**src/rtl/fir_output_conditioner.sv**
```systemverilog
// fir_output_conditioner
//
// Output stage for the symmetric FIR. It requantizes the full-precision
// sample to OUTPUT_WIDTH bits with selectable rounding and optional
// saturation. It keeps one sample in every DECIM and buffers the results in a
// small FIFO behind a ready/valid handshake. The source has no backpressure,
// so a write into a full FIFO discards the sample and pulses drop.
//
// Ports:
//   clk        in   rising-edge clock
//   rst_n      in   asynchronous active-low reset
//   valid_in   in   din is valid this cycle
//   din        in   signed input sample, INPUT_WIDTH bits
//   sat_clr    in   synchronous clear of sat_flag
//   valid_out  out  FIFO not empty, dout valid
//   ready_in   in   downstream accepts dout when valid_out is also high
//   dout       out  signed output sample (FIFO head), OUTPUT_WIDTH bits
//   sat_flag   out  sticky: some sample written to the FIFO stage was clamped
//   drop       out  one-cycle pulse: a sample was discarded on a full FIFO
//
// Pipeline: din -> round -> stage 1 -> saturate -> stage 2 -> FIFO write.
// A kept sample sampled at edge k is visible on dout after edge k+2.

module fir_output_conditioner #(
    parameter int INPUT_WIDTH  = 26,
    parameter int OUTPUT_WIDTH = 16,
    parameter int ROUND_MODE   = 1,
    parameter int SATURATE     = 1,
    parameter int DECIM        = 1,
    parameter int FIFO_DEPTH   = 4
) (
    input  logic                    clk,
    input  logic                    rst_n,
    input  logic                    valid_in,
    input  logic [INPUT_WIDTH-1:0]  din,
    input  logic                    sat_clr,
    output logic                    valid_out,
    input  logic                    ready_in,
    output logic [OUTPUT_WIDTH-1:0] dout,
    output logic                    sat_flag,
    output logic                    drop
);

    localparam int SHIFT = INPUT_WIDTH - OUTPUT_WIDTH;
    localparam int XW    = INPUT_WIDTH + 1;   // extended working width
    localparam int RW    = OUTPUT_WIDTH + 1;  // rounded result always fits here
    localparam int PW    = (DECIM > 1) ? $clog2(DECIM) : 1;
    localparam int AW    = (FIFO_DEPTH > 1) ? $clog2(FIFO_DEPTH) : 1;
    localparam int CW    = AW + 1;

    // ------------------------------------------------------------------
    // Rounding (combinational, ahead of stage 1)
    // ------------------------------------------------------------------
    logic signed [XW-1:0] din_ext;
    logic signed [RW-1:0] rounded;

    always_comb begin
        din_ext = {din[INPUT_WIDTH-1], din};
    end

    generate
        if (SHIFT == 0) begin : g_noshift
            always_comb begin
                rounded = din_ext;
            end
        end else begin : g_shift
            localparam logic [XW-1:0] ONE  = {{(XW-1){1'b0}}, 1'b1};
            localparam logic [XW-1:0] HALF = ONE << (SHIFT - 1);

            logic [XW-1:0]        bias;
            logic signed [XW-1:0] biased;
            logic signed [XW-1:0] shifted;
            logic                 unused_hi;

            always_comb begin
                case (ROUND_MODE)
                    0:       bias = '0;
                    // half - 1 + lsb-of-result: ties go to the even neighbour
                    2:       bias = HALF - ONE + {{(XW-1){1'b0}}, din[SHIFT]};
                    default: bias = HALF;
                endcase
                biased  = din_ext + $signed(bias);
                shifted = biased >>> SHIFT;
                // Upper bits are pure sign extension of the RW-bit result.
                rounded   = shifted[RW-1:0];
                unused_hi = ^shifted[XW-1:RW];
            end
        end
    endgenerate

    // ------------------------------------------------------------------
    // Decimation phase
    // ------------------------------------------------------------------
    logic [PW-1:0] phase;
    logic          keep;

    always_comb begin
        keep = (phase == '0);
    end

    always_ff @(posedge clk or negedge rst_n) begin
        if (!rst_n) begin
            phase <= '0;
        end else if (valid_in) begin
            if (phase == PW'(DECIM - 1)) begin
                phase <= '0;
            end else begin
                phase <= phase + 1'b1;
            end
        end
    end

    // ------------------------------------------------------------------
    // Stage 1: rounded value
    // ------------------------------------------------------------------
    logic                 s1_valid;
    logic signed [RW-1:0] s1_r;

    always_ff @(posedge clk or negedge rst_n) begin
        if (!rst_n) begin
            s1_valid <= 1'b0;
        end else begin
            s1_valid <= valid_in && keep;
        end
    end

    always_ff @(posedge clk) begin
        if (valid_in && keep) begin
            s1_r <= rounded;
        end
    end

    // ------------------------------------------------------------------
    // Saturation: out of range when the two top bits of the RW-bit value
    // disagree.
    // ------------------------------------------------------------------
    logic [OUTPUT_WIDTH-1:0] sat_val;
    logic                    sat_hit;
    logic                    out_of_range;

    always_comb begin
        out_of_range = s1_r[RW-1] ^ s1_r[RW-2];
        sat_hit      = 1'b0;
        sat_val      = s1_r[OUTPUT_WIDTH-1:0];
        if ((SATURATE != 0) && out_of_range) begin
            sat_hit = 1'b1;
            sat_val = s1_r[RW-1] ? {1'b1, {(OUTPUT_WIDTH-1){1'b0}}}
                                 : {1'b0, {(OUTPUT_WIDTH-1){1'b1}}};
        end
    end

    // ------------------------------------------------------------------
    // Stage 2: saturated value, presented to the FIFO write port
    // ------------------------------------------------------------------
    logic                    s2_valid;
    logic [OUTPUT_WIDTH-1:0] s2_data;
    logic                    s2_sat;

    always_ff @(posedge clk or negedge rst_n) begin
        if (!rst_n) begin
            s2_valid <= 1'b0;
        end else begin
            s2_valid <= s1_valid;
        end
    end

    always_ff @(posedge clk) begin
        if (s1_valid) begin
            s2_data <= sat_val;
            s2_sat  <= sat_hit;
        end
    end

    // ------------------------------------------------------------------
    // Output FIFO
    // ------------------------------------------------------------------
    logic [OUTPUT_WIDTH-1:0] mem [0:FIFO_DEPTH-1];
    logic [AW-1:0]           wr_ptr;
    logic [AW-1:0]           rd_ptr;
    logic [CW-1:0]           count;
    logic                    empty;
    logic                    full;
    logic                    pop;
    logic                    push;
    logic                    overflow;

    always_comb begin
        empty    = (count == '0);
        full     = (count == CW'(FIFO_DEPTH));
        pop      = !empty && ready_in;
        // A pop frees the slot in the same cycle, so a full FIFO can still
        // accept the incoming sample.
        push     = s2_valid && (!full || pop);
        overflow = s2_valid && full && !pop;
    end

    always_ff @(posedge clk or negedge rst_n) begin
        if (!rst_n) begin
            wr_ptr   <= '0;
            rd_ptr   <= '0;
            count    <= '0;
            drop     <= 1'b0;
            sat_flag <= 1'b0;
        end else begin
            if (push) begin
                wr_ptr <= wr_ptr + 1'b1;
            end
            if (pop) begin
                rd_ptr <= rd_ptr + 1'b1;
            end
            case ({push, pop})
                2'b10:   count <= count + 1'b1;
                2'b01:   count <= count - 1'b1;
                default: count <= count;
            endcase
            drop <= overflow;
            // Set has priority over a simultaneous clear; a clamped sample
            // sets the flag even if it is then dropped.
            if (s2_valid && s2_sat) begin
                sat_flag <= 1'b1;
            end else if (sat_clr) begin
                sat_flag <= 1'b0;
            end
        end
    end

    always_ff @(posedge clk) begin
        if (push) begin
            mem[wr_ptr] <= s2_data;
        end
    end

    always_comb begin
        valid_out = !empty;
        dout      = empty ? '0 : mem[rd_ptr];
    end

endmodule

```
**config.mk**
```make
export PLATFORM = sky130hd
export DESIGN_NAME = fir_output_conditioner
export DESIGN_NICKNAME = d
export VERILOG_FILES = /design/src/rtl/fir_output_conditioner.sv
export SDC_FILE = /design/constraint.sdc
export NUM_CORES = 1
export LEC_CHECK = 0
export CAP_MARGIN = 0
export CORE_MARGIN = 2
export CORE_UTILIZATION = 30
export CTS_BUF_LIST = sky130_fd_sc_hd__clkbuf_4 sky130_fd_sc_hd__clkbuf_8
export CTS_CLUSTER_SIZE = 24
export DETAILED_ROUTE_END_ITERATION = 7
export GPL_ROUTABILITY_DRIVEN = 0
export GPL_TIMING_DRIVEN = 0
export PLACE_DENSITY = 0.52
export SYNTH_ARGS = -nofsm -noshare
export SYNTH_HDL_FRONTEND = slang
export SYNTH_SLANG_ARGS = --single-unit
```
**constraint.sdc**
```tcl
create_clock -name clk -period 3.2 [get_ports clk]
set_input_delay 0.64 -clock clk [delete_from_list [all_inputs] [get_ports clk]]
set_output_delay 0.64 -clock clk [all_outputs]
set_load 0.02 [all_outputs]
```
==> results by group <==
Outcome
  – Status: finished, final reports clean

STA
  – Max Freq: 0.336 GHz
  – RSZ-0062 raised after global routing: no
  – Clk_skew: between 0.008 and 0.009 ns
  – Final Cycle Share: between 90% and 100%
  – Setup TNS: 0 ns
  – Fin crit period: 2.98 ns
  – Slew Viols, Final: 0
  – Slew margin rel.: 35.1%
  – Hold WS: ~0.50 ns
  – Least-Margin Pin Slew: a little under 1 ns
  – Final Hold Viols: 0
  – Endpoints failing setup: 0

Finish
  – Utilization after layout: 35.9%
  – Antenna diode count: 0
  – Final net count: between 300 and 400
  – Area grow syn2layout: 17.9%
  – Cell Count, Final, Fillers Out: between 500 and 600
  – Fraction of layout cells with a size suffix above 1: 13.5%

Route
  – Final WL: roughly 7600 um
  – Post-DR vias/cell: roughly 4.5
  – DRT antenna net count: 0
  – Iteration-0 DRC Markers: 137
  – Avg WL per Cell: between 15 and 20 um
  – Vias post-DR: 2279
  – DR pass1 iterations: 4
  – Post-detailed-route DRC marker count: 0

CTS
  – Clock Sinks: 109
  – Root Buffer: clkbuf_8
  – Worst-case clock buffer depth: 2
  – Hold buffer count at cts: 0
  – Total CTS buffers: 9
  – Post-cts resize count: 0
  – Worst-path clk slew: 0.11 ns
  – Post-CTS setup buffer count: 0
  – Clk_lat worst skew: about 0.37 ns
  – CTS tree: built
  – Clock H-tree levels: 3

Critical path
  – Max stage delay on crit path: 0.55 ns
  – Endpoint type of the worst setup path: primary output
  – Worst path top cell family by delay: buffers and inverters
  – CP cell instances: or3_1, buf_2, buf_2, and2_1, clkdlybuf4s50_1
  – Critical Path Most Common Cell: buf_2
  – Critical Path AT: 2.34 ns
  – Slowest-stage cell, CP: clkdlybuf4s50_1
  – CP startpoint kind: flip-flop
  – WP data required: roughly 2.6 ns
  – CP Buf/Inv Count: 3
  – Setup CP Type: reg -> out
  – Max FO, Critical Path: 10

Synthesis
  – Dominant cell type by area after synthesis: edfxtp_1
  – Mapped Cells: around 260
  – Synth async-reset ratio: between 10 and 15%
  – Most common cell in the netlist: edfxtp_1
  – Synth Warn #: 0
  – Syn_nets: around 300
  – Post-Syn Area: around 4600 um2
  – Largest cells by area after synthesis: edfxtp_1 (64%), dfrtp_1 (6.0%), mux4_1 (4.6%), mux4_2 (3.9%), and2_1 (2.7%)
  – Post-synth top area share: 64.4%
  – Flops & latches, synth: around 110
  – Main synth FF type: edfxtp_1
  – Register area share after synthesis: a little over two thirds
  – Post-synth top cells: edfxtp_1 (98), and2_1 (20), a21o_1 (15), xor2_1 (13)
  – Post-synth EDFFs: 98
  – Mapped Avg Cell Area: roughly 17 um2
  – Number of library cell types mapped by synthesis: 36

Floorplan
  – Row cnt: 45
  – Chip Width: ~130 um
  – Die height: between 100 and 150 um
  – DIE AREA: 16200 um2
  – I/O pin total: 50
  – Starting Density: between 30 and 40%
  – Placeable Area: between 15000 and 20000 um2

GRT
  – Pin count of the biggest net entering global routing: 21
  – Initial antenna violation count: 0
  – First-pass GRT wire length: approximately 12000 um
  – Total GRT Usage: 9.82%
  – Total gr overflow: 0
  – Vias in the first global route: 2254

Hold path
  – Worst hold path class: reg -> reg

Power and ir drop
  – Pwr per Cell Area: around 800 nW/um2
  – Pleak: just under 2 nW
  – Peak supply drop: approximately 0.00031 V

Placed design
  – DP HPWL: 5110 um
  – Cells after DPL: 490
  – Port buffer count: 39

Job
  – Max_cap viols: 0
==> worst register-to-register path, stage by stage (launching register included) <==
cell and delay, ns:
dfrtp_1 0.48, or3_1 0.14, buf_2 0.19, nand2_1 0.11
or2_2 0.30, fa_1 0.42, mux2_2 0.29, a221o_1 0.35
==> state kept, by name (all words and copies together), names as in the netlist <==
register,flops
s1_valid,1
sat_flag,1
s2_valid,1
s1_r,17
wr_ptr,2
count,3
drop,1
s2_data,16
rd_ptr,2
mem,64
s2_sat,1
==> layout by cell type, fill, tap and decap left out, types with 8 or more instances in the layout <==
cell and instances:
mux4_1 8, inv_1 11, and2_1 20, clkdlybuf4s50_1 39, a21o_1 15, mux4_2 8, xor2_1 13, dfrtp_1 11
clkbuf_8 9, edfxtp_1 98
==> power breakdown <==
group          internal, mW  leakage, nW  switching [mW]  total [mW]
combinational         0.774        0.791           0.778        1.55
sequential             1.88         1.05           0.125        2.00
clock                 0.314        0.100           0.486       0.800
==> layer usage <==
metal	share of wire (%)	wire [um]	track usage (%)
met1	46	3480	12.5
met2	48	3640	15.9
met3	4.9	377	3.18
met4	1.5	118	3.43
met5	0	0	0
==> worst paths after layout <==
kind	slack, ns	start	endpoint	cells past startpoint
worst max-delay path	0.22	count[1]$_DFFE_PN0P_	dout[11]	5
worst min-delay path	0.50	s2_data[7]$_DFFE_PP_	mem[1][7]$_DFFE_PP_	0
worst max register to register	0.80	count[1]$_DFFE_PN0P_	count[2]$_DFFE_PN0P_	7
worst min register to register	0.50	s2_data[7]$_DFFE_PP_	mem[1][7]$_DFFE_PP_	0
max in group asynchronous	2.15	rst_n	wr_ptr[0]$_DFFE_PN0P_	1
min in group asynchronous	0.65	rst_n	s2_valid$_DFF_PN0_	1
==> final cells by class <==
| class | instances | area (um2) |
|---|---|---|
| multi-input cells | 132 | 1240 |
| flip-flops and latches | 109 | 3220 |
| clock buffers | 10 | 131 |
| inverters | 11 | 41.3 |
| plain buffers | 11 | 73.8 |
| fillers | 1413 | 9640 |
| repair buffers | 39 | 390 |
| well taps | 188 | 235 |
| clock inverters | 6 | 62.6 |
==> stage by stage <==
| step | setup WS, ns | total power [mW] | area (um2) |
|---|---|---|---|
| after floorplan | 0.918 | 2.99 | 4570 |
| after global placement | 0.613 | 3.59 | 5200 |
| after detailed placement | 0.600 | 3.62 | 5200 |
| after CTS | 0.175 | 4.42 | 5390 |
| after global routing | 0.109 | 4.61 | 5390 |
| final | 0.225 | 4.36 | 5390 |
==> kinds of logic (layout without fill, tap and decap cells) <==
group,count (synthesis),count (layout),share of synthesized area (%)
compound gates,26,26,4.21
xor+xnor,20,20,3.83
fa+ha+maj,8,8,2.35
buf+inv,22,77,2.52
flops,109,109,70.4
mux,18,18,9.03
simple gates,60,60,7.69
No activity file was read; power rests on OpenSTA's default activity.
